### config.mk
export PLATFORM = sky130hd
export DESIGN_NAME = button_conditioner
export DESIGN_NICKNAME = d
export VERILOG_FILES = /design/src/rtl/button_conditioner.sv
export SDC_FILE = /design/constraint.sdc
export NUM_CORES = 1
export LEC_CHECK = 0
export BUFFER_PORTS_ARGS = -buffer_cell sky130_fd_sc_hd__buf_2
export CORE_MARGIN = 10
export CORE_UTILIZATION = 50
export CTS_BUF_LIST = sky130_fd_sc_hd__clkbuf_16
export CTS_CLUSTER_SIZE = 40
export DETAILED_ROUTE_END_ITERATION = 8
export PLACE_DENSITY = 0.66
export RECOVER_POWER = 50
export SETUP_SLACK_MARGIN = 0.1
export SYNTH_ARGS = -nofsm -noshare
export SYNTH_HDL_FRONTEND = slang
export SYNTH_SLANG_ARGS = --single-unit
### constraint.sdc
create_clock -name clk -period 5.5 [get_ports clk]
set_input_delay 0.55 -clock clk [delete_from_list [all_inputs] [get_ports clk]]
set_output_delay 0.55 -clock clk [all_outputs]
set_load 0.01 [all_outputs]
### src/rtl/button_conditioner.sv
// button_conditioner
//
// Multi-channel pushbutton front end. Each channel synchronises a raw pin,
// debounces it, and derives level, press/release pulses, a toggle bit and
// long-press detection. Channels share only clock and reset.
//
// Ports:
//   clk        - system clock
//   resetn     - asynchronous active-low reset
//   in         - raw button pins (CHANNELS wide), asynchronous to clk
//   level      - debounced pressed state, 1 = pressed regardless of pin polarity
//   press      - one-cycle pulse after the debounced level rises
//   released   - one-cycle pulse after the debounced level falls
//                ("release" is a reserved word, hence the name)
//   toggle     - flips on every press
//   long_press - one-cycle pulse when a hold reaches LONG_COUNT cycles
//   held       - high from long_press until the release pulse
//
// Parameters:
//   CHANNELS    - number of independent channels (>= 1)
//   MAX_COUNT   - consecutive mismatching cycles needed to accept a new level (>= 1)
//   LONG_COUNT  - hold cycles before long_press; 0 disables long-press logic
//   ACTIVE_LOW  - 1 when the raw pin reads low while pressed
//   TOGGLE_INIT - reset value of every toggle bit

module button_conditioner #(
   parameter int CHANNELS    = 3,
   parameter int MAX_COUNT   = 511,
   parameter int LONG_COUNT  = 3000000,
   parameter bit ACTIVE_LOW  = 1'b1,
   parameter bit TOGGLE_INIT = 1'b0
) (
   input  logic                clk,
   input  logic                resetn,
   input  logic [CHANNELS-1:0] in,
   output logic [CHANNELS-1:0] level,
   output logic [CHANNELS-1:0] press,
   output logic [CHANNELS-1:0] released,
   output logic [CHANNELS-1:0] toggle,
   output logic [CHANNELS-1:0] long_press,
   output logic [CHANNELS-1:0] held
);

   // Debounce counter only ever reaches MAX_COUNT-1.
   localparam int CNT_W  = $clog2(MAX_COUNT + 1);
   // Hold counter only ever reaches LONG_COUNT-1; keep at least one bit.
   localparam int HOLD_W = (LONG_COUNT > 1) ? $clog2(LONG_COUNT + 1) : 1;

   typedef enum logic [1:0] {
      IDLE,
      PRESSED,
      LONG
   } hold_state_t;

   for (genvar i = 0; i < CHANNELS; i++) begin : g_chan

      logic             sync1;
      logic             sync2;
      logic             sample;
      logic             lvl;
      logic             lvl_next;
      logic             lvl_d;
      logic             prs;
      logic             rel;
      logic             tgl;
      logic             lp;
      logic             hld;
      logic [CNT_W-1:0] cnt;

      // Normalise polarity so sample = 1 always means "pressed".
      assign sample = sync2 ^ ACTIVE_LOW;

      // The level the debouncer will hold after this edge; the long-press
      // FSM uses it to start timing on the same edge the level rises.
      always_comb begin
         lvl_next = lvl;
         if ((sample != lvl) && (cnt == CNT_W'(MAX_COUNT - 1))) begin
            lvl_next = sample;
         end
      end

      // Synchroniser, debounce counter, edge pulses and toggle. The
      // synchroniser resets to the unpressed pin value so no spurious
      // mismatch is seen coming out of reset.
      always_ff @(posedge clk or negedge resetn) begin
         if (!resetn) begin
            sync1 <= ACTIVE_LOW;
            sync2 <= ACTIVE_LOW;
            cnt   <= '0;
            lvl   <= 1'b0;
            lvl_d <= 1'b0;
            prs   <= 1'b0;
            rel   <= 1'b0;
            tgl   <= TOGGLE_INIT;
         end else begin
            sync1 <= in[i];
            sync2 <= sync1;
            if ((sample == lvl) || (cnt == CNT_W'(MAX_COUNT - 1))) begin
               cnt <= '0;
            end else begin
               cnt <= cnt + 1'b1;
            end
            lvl   <= lvl_next;
            lvl_d <= lvl;
            prs   <= lvl & ~lvl_d;
            rel   <= ~lvl & lvl_d;
            if (lvl && !lvl_d) begin
               tgl <= ~tgl;
            end
         end
      end

      if (LONG_COUNT > 0) begin : g_long

         hold_state_t       state;
         logic [HOLD_W-1:0] hold;

         // Long-press FSM. Timing starts on the edge the level rises so the
         // pulse lands exactly LONG_COUNT cycles later. Leaving a pressed
         // state is keyed off the registered level so held clears on the
         // same edge the release pulse appears; if the level re-rises on
         // that very edge, timing restarts immediately.
         always_ff @(posedge clk or negedge resetn) begin
            if (!resetn) begin
               state <= IDLE;
               hold  <= '0;
               lp    <= 1'b0;
               hld   <= 1'b0;
            end else begin
               lp <= 1'b0;
               case (state)
                  IDLE: begin
                     if (lvl_next && !lvl) begin
                        state <= PRESSED;
                        hold  <= '0;
                     end
                  end
                  PRESSED: begin
                     if (!lvl) begin
                        state <= lvl_next ? PRESSED : IDLE;
                        hold  <= '0;
                        hld   <= 1'b0;
                     end else if (lvl_next) begin
                        if (hold == HOLD_W'(LONG_COUNT - 1)) begin
                           state <= LONG;
                           lp    <= 1'b1;
                           hld   <= 1'b1;
                        end else begin
                           hold <= hold + 1'b1;
                        end
                     end
                  end
                  LONG: begin
                     if (!lvl) begin
                        state <= lvl_next ? PRESSED : IDLE;
                        hold  <= '0;
                        hld   <= 1'b0;
                     end
                  end
                  default: begin
                     state <= IDLE;
                     hold  <= '0;
                     hld   <= 1'b0;
                  end
               endcase
            end
         end

      end else begin : g_no_long

         assign lp  = 1'b0;
         assign hld = 1'b0;

      end

      assign level[i]      = lvl;
      assign press[i]      = prs;
      assign released[i]   = rel;
      assign toggle[i]     = tgl;
      assign long_press[i] = lp;
      assign held[i]       = hld;

   end

endmodule

==> results.yml <==
status:
  status: "complete, but fails checks"
  violations: "capacitance limit, slew limit"
global_route:
  first_global_vias: 5081
  antenna_found_initial: 0
  grt_max_degree: 81
  grt_pass1_wl_mm: 24.3
  track_usage: 0.162
  grt_overflow: 0
worst_setup_path:
  max_stage_delay_ps: 1820
  setup.worst_path.class: "input port to asynchronous set/reset pin"
  critical_path.max_fanout: 80
  critPathArrivalTime_ps: 3140
  crit_family: "buffers and inverters"
  cp.depth: 2
  reg2reg_depth: 6
  r2r-start: "g_chan[2].g_long.hold[0]"
  worst_ep_required_time_ps: 5510
  slowest_stage: "clkbuf_1"
  cp_num_buf_inv: 2
  crit_chain: "buf_4 -> clkbuf_1"
  worstSetupEndpointType: "asynchronous set/reset pin"
  crit_path_start_kind: "input port"
  cp-startpoint: "resetn"
synthesis:
  ys_seq_area_frac: 0.481
  syn-cell-area_sq_mm: 0.00658
  synthArstFlopShare: 1.00
  yosys.cell_types.count: 65
  syn_inst: 694
  synthesis.nets: 708
  synthFlopType: "dfrtp_1"
  yosysTopAreaCellShare: 0.457
  synth_seq_cells: 126
  synth_top_cell_by_area: "dfrtp_1"
  synth-edff-count: 0
  yosys-top-cells-area: "dfrtp_1 (46%), nand2_1 (3.7%), nand3_1 (3.3%)"
  synth.avg_cell_area_sq_um: 9.48
  ys_warn_count: 0
layout:
  utilization: 0.562
  antenna_cells: 0
  area_growth_syn_to_layout_pct: 9.11
  fin_area_sq_mm: 0.00718
  drive_above_1_share: 0.0694
  fin_nets: 707
  mostFrequentLayoutCells: "dfrtp_1 (120), nand2_1 (64), nor2_1 (51), nand3_1 (43), a31oi_1 (34)"
  final_common_cell: "dfrtp_1"
drt:
  antenna_left: 0
  drt_iter0_markers: 443
  firstDrtPassIters: 4
  totalWireLength_mm: 13.7
  wl_per_cell_microns: 15.6
  viasPerCell: 5.97
  drc: 0
  num_vias: 5238
run:
  drv_cap: 1
clock_network:
  cts_buffer_depth: 2
  cts_hold_buffers: 0
  cts_setup_buffers: 0
  insertion_delay_ps: 430
  numCtsBuffers: 17
  cts_root_buf: "clkbuf_16"
  clkSinkCount: 126
  ctsResizeCount: 0
  cts.clk_slew.worst_paths_ps: 60
  cts.htree.levels: 4
  cts_tree: "built"
timing:
  final-hold-violation-count: 0
  finalClockSkew_ps: 8.43
  rsz0062_at_grt: "no"
  period_minus_slack_ps: 3130
  setup_viol: 0
  final.setup.tns_ps: 0
  fin_worst_hold_slack_ps: 220
  slew_headroom: -0.636
  max_freq_mhz: 320
  slew_violations: 48
  worst_pin_slew_ps: 2450
  fin_crit_sh: 0.569
worst_hold_path:
  hold_depth: 1
  min_path_type: "input port to flip-flop"
  worstHoldStart: "in[2]"
floorplan:
  start_util: 0.515
  rows: 41
  fp.dieW_microns: 135
  core_area_sq_mm: 0.0128
  pin_count: 23
  die_area_sq_mm: 0.0181
  die_y_microns: 135
pwr:
  swShare: 0.215
  power.share.clock: 0.501
  p_int_uw: 1550
  p_seq_frac: 0.481
  power.switching_uw: 422
  p_comb_frac: 0.018
  ir_drop_mv: 0.223
  powerDensity_mw_per_mm2: 274
  p_leak_uw: 0.00311
placement:
  dp_hpwl_mm: 9.25
  dpl_cell_area_sq_mm: 0.00668
  place.gp.congestion: 0.834
  portBuffers: 22
synthesized netlist by cell type (all sizes together), types with 12 or more instances:
library cell / count
or3: 14
nand2: 64
and3: 20
buf: 27
dfrtp: 120
clkbuf: 19
nand4: 24
nand3: 43
or4: 18
a21oi: 31
a31oi: 34
xor2: 22
nor2: 52
o21ai: 30
o31ai: 12
inv: 24
state kept, by name (all words and copies together) (netlist names):
name,count
g_chan.rel,3
g_chan.g_long.hold,66
g_chan.tgl,3
g_chan.hld,3
g_chan.lp,3
g_chan.prs,3
g_chan.sync1,3
g_chan.cnt,27
g_chan.sync2,3
g_chan.lvl,3
g_chan.lvl_d,3
g_chan.g_long.state,6
through the flow:
step | total power [uW] | std cells | setup slack, ps
after detailed placement | 1000 | 846 | 3050
after CTS | 1990 | 878 | 3070
after global placement | 998 | 846 | 3160
after floorplan | 974 | 694 | 3320
final | 1970 | 878 | 2370
after global routing | 2040 | 878 | 1660
power by group through the flow:
stage	Sequential [uW]	Combinational (uW)	Clock [uW]
floorplan	961	13.0	0
global placement	962	35.9	0
detailed placement	963	36.9	0
CTS	947	37.0	1010
global route	948	41.7	1050
finish	947	34.9	986
metal layers:
metal | global-route usage | wire length (microns) | vias to the layer above
met3 | 0.0430 | 465 | 22
met5 | 0 | 0 | -
li1 | - | - | 2559
met1 | 0.199 | 6240 | 2581
met2 | 0.261 | 6700 | 76
met4 | 0.0713 | 287 | 0
cells by family after synthesis:
group	after synthesis	synth area share
xor gates and xnor gates	27	0.0360
buffers and inverters	70	0.0527
muxes	6	0.00913
and+or+nand+nor	302	0.250
AOI/OAI and AO/OA	154	0.154
adders and majority gates	9	0.0171
DFF	126	0.481
worst register-to-register path, delay by kind of cell (launching register included):
family          cells  cell delay, ps
compound gates      3            1040
flops               1             380
simple gates        2             710
fa+ha+maj           1             210
final timing paths:
| path | slack, ps | endpoint |
|---|---|---|
| worst max register to register | 3070 | g_chan[2].g_long.hold[12] |
| worst min register to register | 350 | g_chan[2].sync2 |
| max in group clk | 3070 | g_chan[2].g_long.hold[12] |
| worst min-delay path | 220 | g_chan[2].sync1 |
| worst max-delay path | 2370 | g_chan[1].lvl_d |
| min in group asynchronous | 300 | g_chan[0].cnt[5] |
cell type report:
class | instances | area (sq um)
flip-flops and latches | 126 | 3160
clock buffers | 17 | 425
inverters | 24 | 90.1
well taps | 172 | 215
fillers | 1133 | 5600
clock inverters | 15 | 92.6
repair buffers | 26 | 120
multi-input cells | 498 | 3070
Power figures use the tool's default switching activity.
